===== config.mk =====
export PLATFORM = sky130hd
export DESIGN_NAME = booth_seq_mult
export DESIGN_NICKNAME = d
export VERILOG_FILES = /design/src/rtl/booth_seq_mult.sv
export SDC_FILE = /design/constraint.sdc
export NUM_CORES = 1
export LEC_CHECK = 0
export BUFFER_PORTS_ARGS = -buffer_cell sky130_fd_sc_hd__buf_2
export CAP_MARGIN = 25
export CORE_ASPECT_RATIO = 1.2
export CORE_MARGIN = 1
export CORE_UTILIZATION = 60
export DETAILED_ROUTE_END_ITERATION = 16
export HOLD_SLACK_MARGIN = 0.05
export PLACE_DENSITY_LB_ADDON = 0.15
export SYNTH_ARGS = -nofsm -noshare
export SYNTH_HDL_FRONTEND = slang
export SYNTH_SLANG_ARGS = --single-unit

===== constraint.sdc =====
create_clock -name clk -period 3 [get_ports clk]
set_input_delay 0.3 -clock clk [delete_from_list [all_inputs] [get_ports clk]]
set_output_delay 0.3 -clock clk [all_outputs]
set_load 0.01 [all_outputs]

===== src/rtl/booth_seq_mult.sv =====
// Sequential radix-2 Booth multiplier: WIDTH+1 add/sub+shift steps, done pulses WIDTH+2 cycles after start.
// start is ignored while busy; define SIGNED_SEL_EN to add a signed_mode port (default: always signed).
module booth_seq_mult #(
   parameter int WIDTH = 4
) (
   input  logic                 clk,
   input  logic                 rst,
   input  logic                 start,
   input  logic [WIDTH-1:0]     a,
   input  logic [WIDTH-1:0]     b,
`ifdef SIGNED_SEL_EN
   input  logic                 signed_mode,
`endif
   output logic                 busy,
   output logic                 done,
   output logic [2*WIDTH-1:0]   product
);

   localparam int CW = $clog2(WIDTH + 2);

   typedef enum logic [1:0] {
      IDLE = 2'd0,
      CALC = 2'd1,
      DONE = 2'd2
   } state_t;

   state_t           state, state_nxt;
   logic [WIDTH:0]   m_reg, a_reg, q_reg;
   logic             q_1;
   logic [CW-1:0]    cnt;
   logic [WIDTH:0]   a_op, a_sh, q_sh;
   logic             ext_a, ext_b;

   // One extra operand bit lets the same signed datapath serve unsigned inputs.
`ifdef SIGNED_SEL_EN
   assign ext_a = signed_mode & a[WIDTH-1];
   assign ext_b = signed_mode & b[WIDTH-1];
`else
   assign ext_a = a[WIDTH-1];
   assign ext_b = b[WIDTH-1];
`endif

   always_comb begin
      a_op = a_reg;
      case ({q_reg[0], q_1})
         2'b01:   a_op = a_reg + m_reg;
         2'b10:   a_op = a_reg - m_reg;
         default: a_op = a_reg;
      endcase
      a_sh = {a_op[WIDTH], a_op[WIDTH:1]};
      q_sh = {a_op[0], q_reg[WIDTH:1]};
   end

   always_ff @(posedge clk) begin
      if (rst) state <= IDLE;
      else     state <= state_nxt;
   end

   always_comb begin
      state_nxt = state;
      busy      = 1'b0;
      done      = 1'b0;
      case (state)
         IDLE: if (start) state_nxt = CALC;
         CALC: begin
            busy = 1'b1;
            if (cnt == CW'(1)) state_nxt = DONE;
         end
         DONE: begin
            busy      = 1'b1;
            done      = 1'b1;
            state_nxt = IDLE;
         end
         default: state_nxt = IDLE;
      endcase
   end

   always_ff @(posedge clk) begin
      if (rst) begin
         m_reg   <= '0;
         a_reg   <= '0;
         q_reg   <= '0;
         q_1     <= 1'b0;
         cnt     <= '0;
         product <= '0;
      end else begin
         case (state)
            IDLE: if (start) begin
               m_reg <= {ext_a, a};
               q_reg <= {ext_b, b};
               a_reg <= '0;
               q_1   <= 1'b0;
               cnt   <= CW'(WIDTH + 1);
            end
            CALC: begin
               a_reg <= a_sh;
               q_reg <= q_sh;
               q_1   <= q_reg[0];
               cnt   <= cnt - CW'(1);
               if (cnt == CW'(1)) product <= {a_sh[WIDTH-2:0], q_sh};
            end
            default: ;
         endcase
      end
   end

endmodule


Word level (Yosys, flattened, before mapping)
Index checks and enable logic that the tools add are counted.
{"block": "word_totals", "rom_bits": 0, "latchBits": 0, "wordCells": 38, "mem_count": 0, "inputBits": 11, "ram_bits": 0, "regBits": 28}
{"block": "classes", "n_div": 0, "magnitude_cmp": 0, "shift": 0, "bitwise_logic": 0, "multipliers": 0, "mux": 14, "addsub": 3, "eq_ne": 7, "reduce_logical": 7}
{"cell": "case mux 5 bit (2 select lines)", "n": 3}
{"cell": "two-way mux 5 bit", "n": 2}
{"cell": "AND reduction 2 bit", "n": 4}
{"cell": "case mux 3 bit (2 select lines)", "n": 1}
{"cell": "adder 5 bit", "n": 1}
{"cell": "subtractor 5 bit", "n": 1}
{"cell": "== test 2 x 1 -> 1 bit (second input constant)", "n": 2}
{"cell": "== test 2 bit (second input constant)", "n": 2}
{"cell": "two-way mux 2 bit", "n": 2}
{"cell": "inequality test 2 bit (second input constant)", "n": 2}
{"cell": "case mux 2 bit (2 select lines)", "n": 1}
{"cell": "== test 3 x 1 -> 1 bit (second input constant)", "n": 1}
{"cell": "two-way mux 1 bit", "n": 3}
{"cell": "two-way mux 3 bit", "n": 1}
{"cell": "subtractor 3 x 1 -> 3 bit (second input constant)", "n": 1}
{"cell": "zero test 2 bit", "n": 1}
{"cell": "case mux 1 bit (2 select lines)", "n": 1}
{"cell": "nonzero test 2 bit", "n": 1}
{"cell": "OR reduction 2 bit", "n": 1}

Depth between registers and ports, before layout
Gate-level depths: netlist of run 1.
{"block": "logic_depth", "depth_word": 3, "ltp_mapped": 10}

Worst setup path after synthesis of run 1
OpenSTA, ideal clock, no wires.
{"block": "synth_timing", "kind": "register to register", "startpoint": "register m_reg[0]", "endpoint": "register product[7]", "setup_ps": 86, "synth_period_minus_slack_ps": 2005, "stages_incl_launch_ff": 11, "required_time_ps": 2914, "arrival_ps": 1920, "setup_slack_ps": 995, "cell_sequence": "dfxtp_1 > inv_1 > ha_1 > mux2_2 > inv_1 > ha_1 > nor2b_1 > o21ai_0 > nand3_1 > o311a_1 > a211oi_1"}
{"block": "synth_between", "elab_chain_cells": 2, "elab_cells_between_ends": 3, "cone_classes": "2 x add/sub; 1 x mux"}
{"element": "start, declared", "line_no": "28", "source": "logic [WIDTH:0] m_reg, a_reg, q_reg;"}
{"element": "start signal, assigned", "line_no": "89", "source": "m_reg <= {ext_a, a};"}
{"element": "subtractor 5 bit or adder 5 bit (tied branches)", "line_no": "47, 46"}
{"element": "case mux 5 bit (2 select lines) *", "line_no": "45", "source": "case ({q_reg[0], q_1})"}
{"element": "end signal, assigned", "line_no": "100", "source": "if (cnt == CW'(1)) product <= {a_sh[WIDTH-2:0], q_sh};"}
{"element": "end, declared", "line_no": "16", "source": "output logic [2*WIDTH-1:0] product"}
Every way passes the cells marked *; elsewhere a longest branch is shown, timed or not.
A chain may end at the register's enable or synchronous reset.

Final worst setup path of run 1
{"block": "layout_timing", "startpoint": "register q_reg[0]", "endpoint": "register a_reg[1]"}
{"block": "layout_between", "elab_chain_cells": 3, "elab_cells_between_ends": 4, "cone_classes": "2 x eq/ne; 2 x mux"}
{"element": "start, declared", "line_no": "28"}
{"element": "start signal, assigned", "line_no": "90", "source": "q_reg <= {ext_b, b};"}
{"element": "start signal, assigned", "line_no": "97", "source": "q_reg <= q_sh;"}
{"element": "== test 2 bit or == test 2 x 1 -> 1 bit (tied branches)", "line_no": "45"}
{"element": "case mux 5 bit (2 select lines) *", "line_no": "45"}
{"element": "case mux 5 bit (2 select lines) *", "line_no": "87", "source": "case (state)"}
{"element": "end signal, assigned", "line_no": "96", "source": "a_reg <= a_sh;"}
{"element": "end, declared", "line_no": "28"}
Marked as above.

==> results of run 1 <==
-- layout by cell type (no fill, tap or decap), types with 4 or more instances in the layout --
master / Yosys / layout
dfxtp_1: 27 / 27
nand2_1: 21 / 21
buf_2: 6 / 20
a21oi_1: 18 / 18
nor2_1: 16 / 16
inv_1: 12 / 12
ha_1: 11 / 11
nand3_1: 6 / 6
mux2i_1: 6 / 6
a211oi_2: 5 / 5
nor2b_1: 5 / 5
a211oi_1: 5 / 5
nor3_1: 4 / 4
nor2_2: 4 / 4
o21ai_0: 4 / 4
-- metrics by stage --
step | util | instances | setup WS (ps) | instance area, um^2 | total power [mW]
after floorplan | - | 176 | 995 | 1500 | 0.676
after global placement | 0.684 | 218 | 872 | 1590 | 0.718
after detailed placement | 0.684 | 218 | 831 | 1590 | 0.733
after CTS | 0.695 | 222 | 800 | 1620 | 0.890
after global routing | 0.695 | 222 | 626 | 1620 | 0.940
final | 0.695 | 222 | 821 | 1620 | 0.884
-- tightest hold or removal path, cell delays in order --
cell and delay (ps):
buf_2 90, nand3_1 50, a21oi_1 50
-- routing by layer --
layer,up-vias,global-route usage,part of all wire
met1,567,0.258,0.43
met4,0,0.0952,0.019
li1,626,-,-
met5,-,0,0
met2,15,0.413,0.53
met3,5,0.0386,0.019
-- cell type report --
type                       count  area (um^2)
inverter                      12         45.0
multi-input combinational    128          870
fill                         221          709
sequential                    27          541
tap                           31         38.8
timing repair buffer          20          100
clock buffer                   4         26.3
-- logic make-up after synthesis --
family	share of synthesized area
compound gates	0.176
xor+xnor	0.0175
fa+ha+maj	0.105
buf+inv	0.0624
flops	0.359
mux	0.0624
simple gates	0.218
-- power groups by stage --
stage / Combinational [mW] / Sequential, mW / Clock, mW
final: 0.303 / 0.421 / 0.160
after global placement: 0.291 / 0.427 / 0
after detailed placement: 0.304 / 0.429 / 0
after floorplan: 0.252 / 0.424 / 0
after CTS: 0.306 / 0.422 / 0.163
after global routing: 0.338 / 0.427 / 0.175
-- worst max path at each step --
stage,end,cells past startpoint,slack (ps)
3_3_place_gp,a_reg[1],9,870
6_report,a_reg[1],8,820
3_5_place_dp,a_reg[1],8,830
2_1_floorplan,product[7],10,990
5_1_grt,product[7],9,630
4_1_cts,product[7],10,800
==> flow_metrics.tcl, run 1 <==
set metrics [dict create \
    status "completed" \
    synthDistinctLibCells 31 \
    worstPathRequired_ps 3230 \
    yosys.area.top_type "dfxtp_1" \
    largest_reg_flops 8 \
    place_congestion 0.791 \
    grt_pass1_wl_um 4530 \
    report.final.slew_viol_count 0 \
    p_seq_frac 0.477 \
    reg2reg_depth 8 \
    rrSetupSlack_ps 820 \
    power_density_nw_per_um2 545 \
    synthTopCellsByArea "dfxtp_1 (36%), ha_1 (9.2%), a21oi_1 (6.0%), nand2_1 (5.2%), a211oi_2 (4.2%)" \
    min_period_ps 2180 \
    whs_path_depth 3 \
    ios 21 \
    cts_sinks 27 \
    fmax_mhz 459 \
    fin_crit_sh 0.726 \
    ys_ff_latch 27 \
    crit_start "q_reg[0]" \
    avgRoutedWirePerCell_um 12.5 \
    first_pass_iters 4 \
    grt_antenna_before_repair 0 \
    min_from "a[3]" \
    root_buffer "clkbuf_4" \
    switching_share 0.351 \
    synth_area_um2 1500 \
    max_stage_delay_ps 410 \
    track_usage 0.234 \
    critPathSlowestCell "fa_1" \
    final_antenna_net_count 0 \
    startpoint_type "flop" \
    ys_seq_area_frac 0.359 \
    synth_flop_cell "dfxtp_1" \
    power_switching_uw 310 \
    path_max_fanout 5 \
    synthTopCellsByCount "dfxtp_1 (27), nand2_1 (21), a21oi_1 (18)" \
    holdWs_ps 203 \
    async_flop_share 0 \
    fin_skew_ps 8.97 \
    die_w_um 47.7 \
    critical_path_class "reg2reg" \
    area_growth_pct 7.74 \
    maxSlewHeadroom 0.562 \
    yosysWarnings 0 \
    ctsResizeCount 0 \
    initial_core_util 0.646 \
    worst_hold_path_type "in2reg" \
    routed_via_density 5.46 \
    maxCapViolCount 0 \
    clkTransAtPathRegs_ps 140 \
    hold_viol_final 0 \
    insertion_delay_ps 340 \
    cts.hold.buffers_added 0 \
    crit_buf_inv 0 \
    synth_nets 199 \
    drive_gt1_frac 0.199 \
    yosysMostFrequentCell "dfxtp_1" \
    leakagePower_nw 0.642 \
    avgSynthCellArea_um2 8.55 \
    grt_max_degree 29 \
    die_h_um 56.8 \
    rsz0062_at_grt "false" \
    dieArea_um2 2710 \
    tightest_slew_ps 658 \
    power_frac_clock 0.181 \
    htreeDepth 1 \
    cpLargestDelayFamily "adder cells" \
    p_int_uw 574 \
    overflow 0 \
    setup-tns-final_ps 0 \
    nets 215 \
    r2r_start "q_reg[0]" \
    r2r-end "a_reg[1]" \
    postSynthCellCount 176 \
    path_cells "ha_1 > mux2_2 > fa_1 > nor2b_1 > nor3_1 > a21oi_1 > a2bb2oi_1 > nor2_1" \
    cts_buffer_depth 2 \
    yosysTopAreaCellShare 0.359 \
    p_comb_frac 0.343 \
    whs_endpoint "m_reg[3]" \
    cts_setup_buffers 0 \
    end_kind "flop" \
    dp_hpwl_um 2120 \
    numCtsBuffers 3 \
    cts_tree "built" \
    wirelength_um 2780 \
    port_buffers 20 \
    core_area_um2 2330 \
    worstPathArrival_ps 2410 \
    antenna_cells 0 \
    row_count 19 \
    setup_viol 0 \
    grt_pass1_vias 1114 \
    dr_total_vias 1213 \
    synth_edf_count 0 \
    peakVddDrop_v 0.000361 \
    drtIter0Drc 27 \
    route.detailed.drc 0 \
]
Note: power is estimated with default switching activity, not from simulation.
==> run 2, diff against run 1 <==
--- a/config.mk
+++ b/config.mk
@@ -5,11 +5,12 @@
 export SDC_FILE = /design/constraint.sdc
 export NUM_CORES = 1
 export LEC_CHECK = 0
+export ABC_AREA = 1
 export BUFFER_PORTS_ARGS = -buffer_cell sky130_fd_sc_hd__buf_2
 export CAP_MARGIN = 25
 export CORE_ASPECT_RATIO = 1.2
 export CORE_MARGIN = 1
-export CORE_UTILIZATION = 60
+export CORE_UTILIZATION = 56
 export DETAILED_ROUTE_END_ITERATION = 16
 export HOLD_SLACK_MARGIN = 0.05
 export PLACE_DENSITY_LB_ADDON = 0.15
==> constraint.sdc (replaced) <==
create_clock -name clk -period 2.29 [get_ports clk]
set_input_delay 0.229 -clock clk [delete_from_list [all_inputs] [get_ports clk]]
set_output_delay 0.229 -clock clk [all_outputs]
set_load 0.01 [all_outputs]
==> run 2 against run 1 <==
Against the previous run:
- sequential power rose by 29%
- via count grew 7.3%
- sequential share of layout area rose by 0.31 points
- hold slack worse by 68 ps
- flip-flop and latch count unchanged
- utilization down 2.0 points
- non-clock buffer count unchanged
- critical endpoint unchanged
==> flow_metrics.tcl, run 2 <==
set metrics [dict create \
    status "completed" \
    initial_core_util 0.618 \
    path_max_fanout 3 \
    cts_sinks 27 \
    synth_nets 220 \
    max_stage_delay_ps 490 \
    ios 21 \
    worst_hold_path_type "in2reg" \
    multi_input_area_um2 788 \
    postSynthCellCount 197 \
    final_cell_area_um2 1610 \
    ys_ff_latch 27 \
    dp_cells 243 \
    largest_reg_flops 8 \
    place_congestion 0.830 \
    fillers 220 \
    final_common_cell "nand2_1" \
    maxSlewHeadroom 0.758 \
    synth_area_um2 1470 \
    grt_pass1_vias 1276 \
    first_pass_iters 4 \
    grt_antenna_before_repair 0 \
    area_growth_pct 9.28 \
    drive_gt1_frac 0.144 \
    nets 240 \
    hold_viol_final 0 \
    synthTopCellsByArea "dfxtp_1 (37%), nand2_1 (12%), ha_1 (9.4%), inv_1 (6.9%), a21oi_1 (5.8%)" \
    maxCapViolCount 0 \
    final_cells 247 \
    synth_edf_count 0 \
    insertion_delay_ps 340 \
    dr_total_vias 1302 \
    yosysWarnings 0 \
    numCtsBuffers 3 \
    seqCellArea_um2 541 \
    overflow 0 \
    fin_crit_sh 0.896 \
    grt_max_degree 17 \
    cts_buffer_depth 2 \
    startpoint_type "flop" \
    fin_skew_ps 9.21 \
    yosys.area.top_type "dfxtp_1" \
    rrSetupSlack_ps 240 \
    synthTopCellsByCount "nand2_1 (48), dfxtp_1 (27), inv_1 (27)" \
    yosysTopAreaCellShare 0.368 \
    die_h_um 58.1 \
    min_period_ps 2050 \
    worstPathArrival_ps 2340 \
    clkTransAtPathRegs_ps 150 \
    synthDistinctLibCells 29 \
    place_area_um2 1570 \
    ys_seq_area_frac 0.368 \
    final_antenna_net_count 0 \
    drtIter0Drc 31 \
    cts.hold.buffers_added 0 \
    row_count 19 \
    core_area_um2 2380 \
    port_buffers 20 \
    synth_flop_cell "dfxtp_1" \
    rsz0062_at_grt "false" \
    antenna_cells 0 \
    fmax_mhz 488 \
    setup-tns-final_ps 0 \
    avgSynthCellArea_um2 7.46 \
    route.detailed.drc 0 \
    leakagePower_nw 0.743 \
    yosysMostFrequentCell "nand2_1" \
    routed_via_density 5.27 \
    critical_path_class "reg2reg" \
    power_density_nw_per_um2 730 \
    setup_viol 0 \
    grt_pass1_wl_um 5320 \
    path_cells "inv_1 > ha_1 > inv_1 > o21ai_0 > fa_1 > xor2_1 > o21ai_0 > nand2_1 > a21oi_1" \
    die_w_um 48.8 \
    peakVddDrop_v 0.000518 \
    avgRoutedWirePerCell_um 11.8 \
    final_cell_mix "nand2_1 (48), inv_1 (27), dfxtp_1 (27), buf_2 (20), a21oi_1 (17)" \
    tightest_slew_ps 359 \
    dieArea_um2 2830 \
    track_usage 0.243 \
    worstPathRequired_ps 2580 \
    report.final.slew_viol_count 0 \
    cts_tree "built" \
    wirelength_um 2910 \
    htreeDepth 1 \
    end_kind "flop" \
    async_flop_share 0 \
    root_buffer "clkbuf_4" \
    dp_hpwl_um 2280 \
    critPathSlowestCell "fa_1" \
]
[run 2: kinds of logic after synthesis]
group / Yosys count / share of synthesized area
AND/OR/NAND/NOR: 74 / 0.218
AO/OA/AOI/OAI: 48 / 0.192
buffers and inverters: 33 / 0.0971
flip-flops: 27 / 0.368
adder cells (fa/ha/maj): 12 / 0.107
XOR/XNOR: 3 / 0.0179
[run 2: final cells by class]
class,instances,area share
clock buffers,3,0.0140
multi-input cells,137,0.491
flip-flops and latches,27,0.337
repair buffers,20,0.0624
well taps,31,0.0242
clock inverters,1,0.00468
inverters,28,0.0670
[run 2: critical path: cells and delay by family, from the launching register on]
kind,cells,cell delay (ps)
xor+xnor,1,160
fa+ha+maj,2,780
buf+inv,2,120
flops,1,360
compound gates,3,490
simple gates,1,90
[run 2: path summary, 6_finish.rpt]
check / from / end / cells past startpoint
hold reg to reg: product[1] / product[1] / 2
setup / recovery: m_reg[0] / a_reg[1] / 9
setup reg to reg: m_reg[0] / a_reg[1] / 9
hold / removal: b[2] / q_reg[2] / 3
[run 2: report_power, final]
part	internal, mW	leakage [nW]	total [mW]	switching, mW
sequential	0.515	0.221	0.545	0.0301
combinational	0.154	0.508	0.410	0.257
clock	0.0670	0.0139	0.216	0.149
total	0.736	0.743	1.17	0.436
[run 2: timing repair]
action | 4_1_cts | 5_1_grt
resized for setup | 0 | 1
setup buffers | 0 | 0
setup endpoints to repair | 0 | 1
[run 2: metrics by stage]
step                      hold WS (ps)  total power, mW  utilization  setup slack (ps)
after floorplan                    298            0.885            -               443
after global placement             449            0.946        0.662               296
after detailed placement           453            0.964        0.662               245
after CTS                          134             1.18        0.674               213
after global routing               128             1.27        0.675              32.6
final                              135             1.17        0.675               239
[run 2: per-layer routing]
| metal | routed length [um] | global-route usage | up-vias | part of all wire |
|---|---|---|---|---|
| li1 | - | - | 681 | - |
| met1 | 1260 | 0.264 | 587 | 0.43 |
| met2 | 1500 | 0.454 | 26 | 0.51 |
| met3 | 99 | 0.0341 | 8 | 0.034 |
| met4 | 58 | 0.134 | 0 | 0.020 |
| met5 | 0 | 0 | - | 0 |
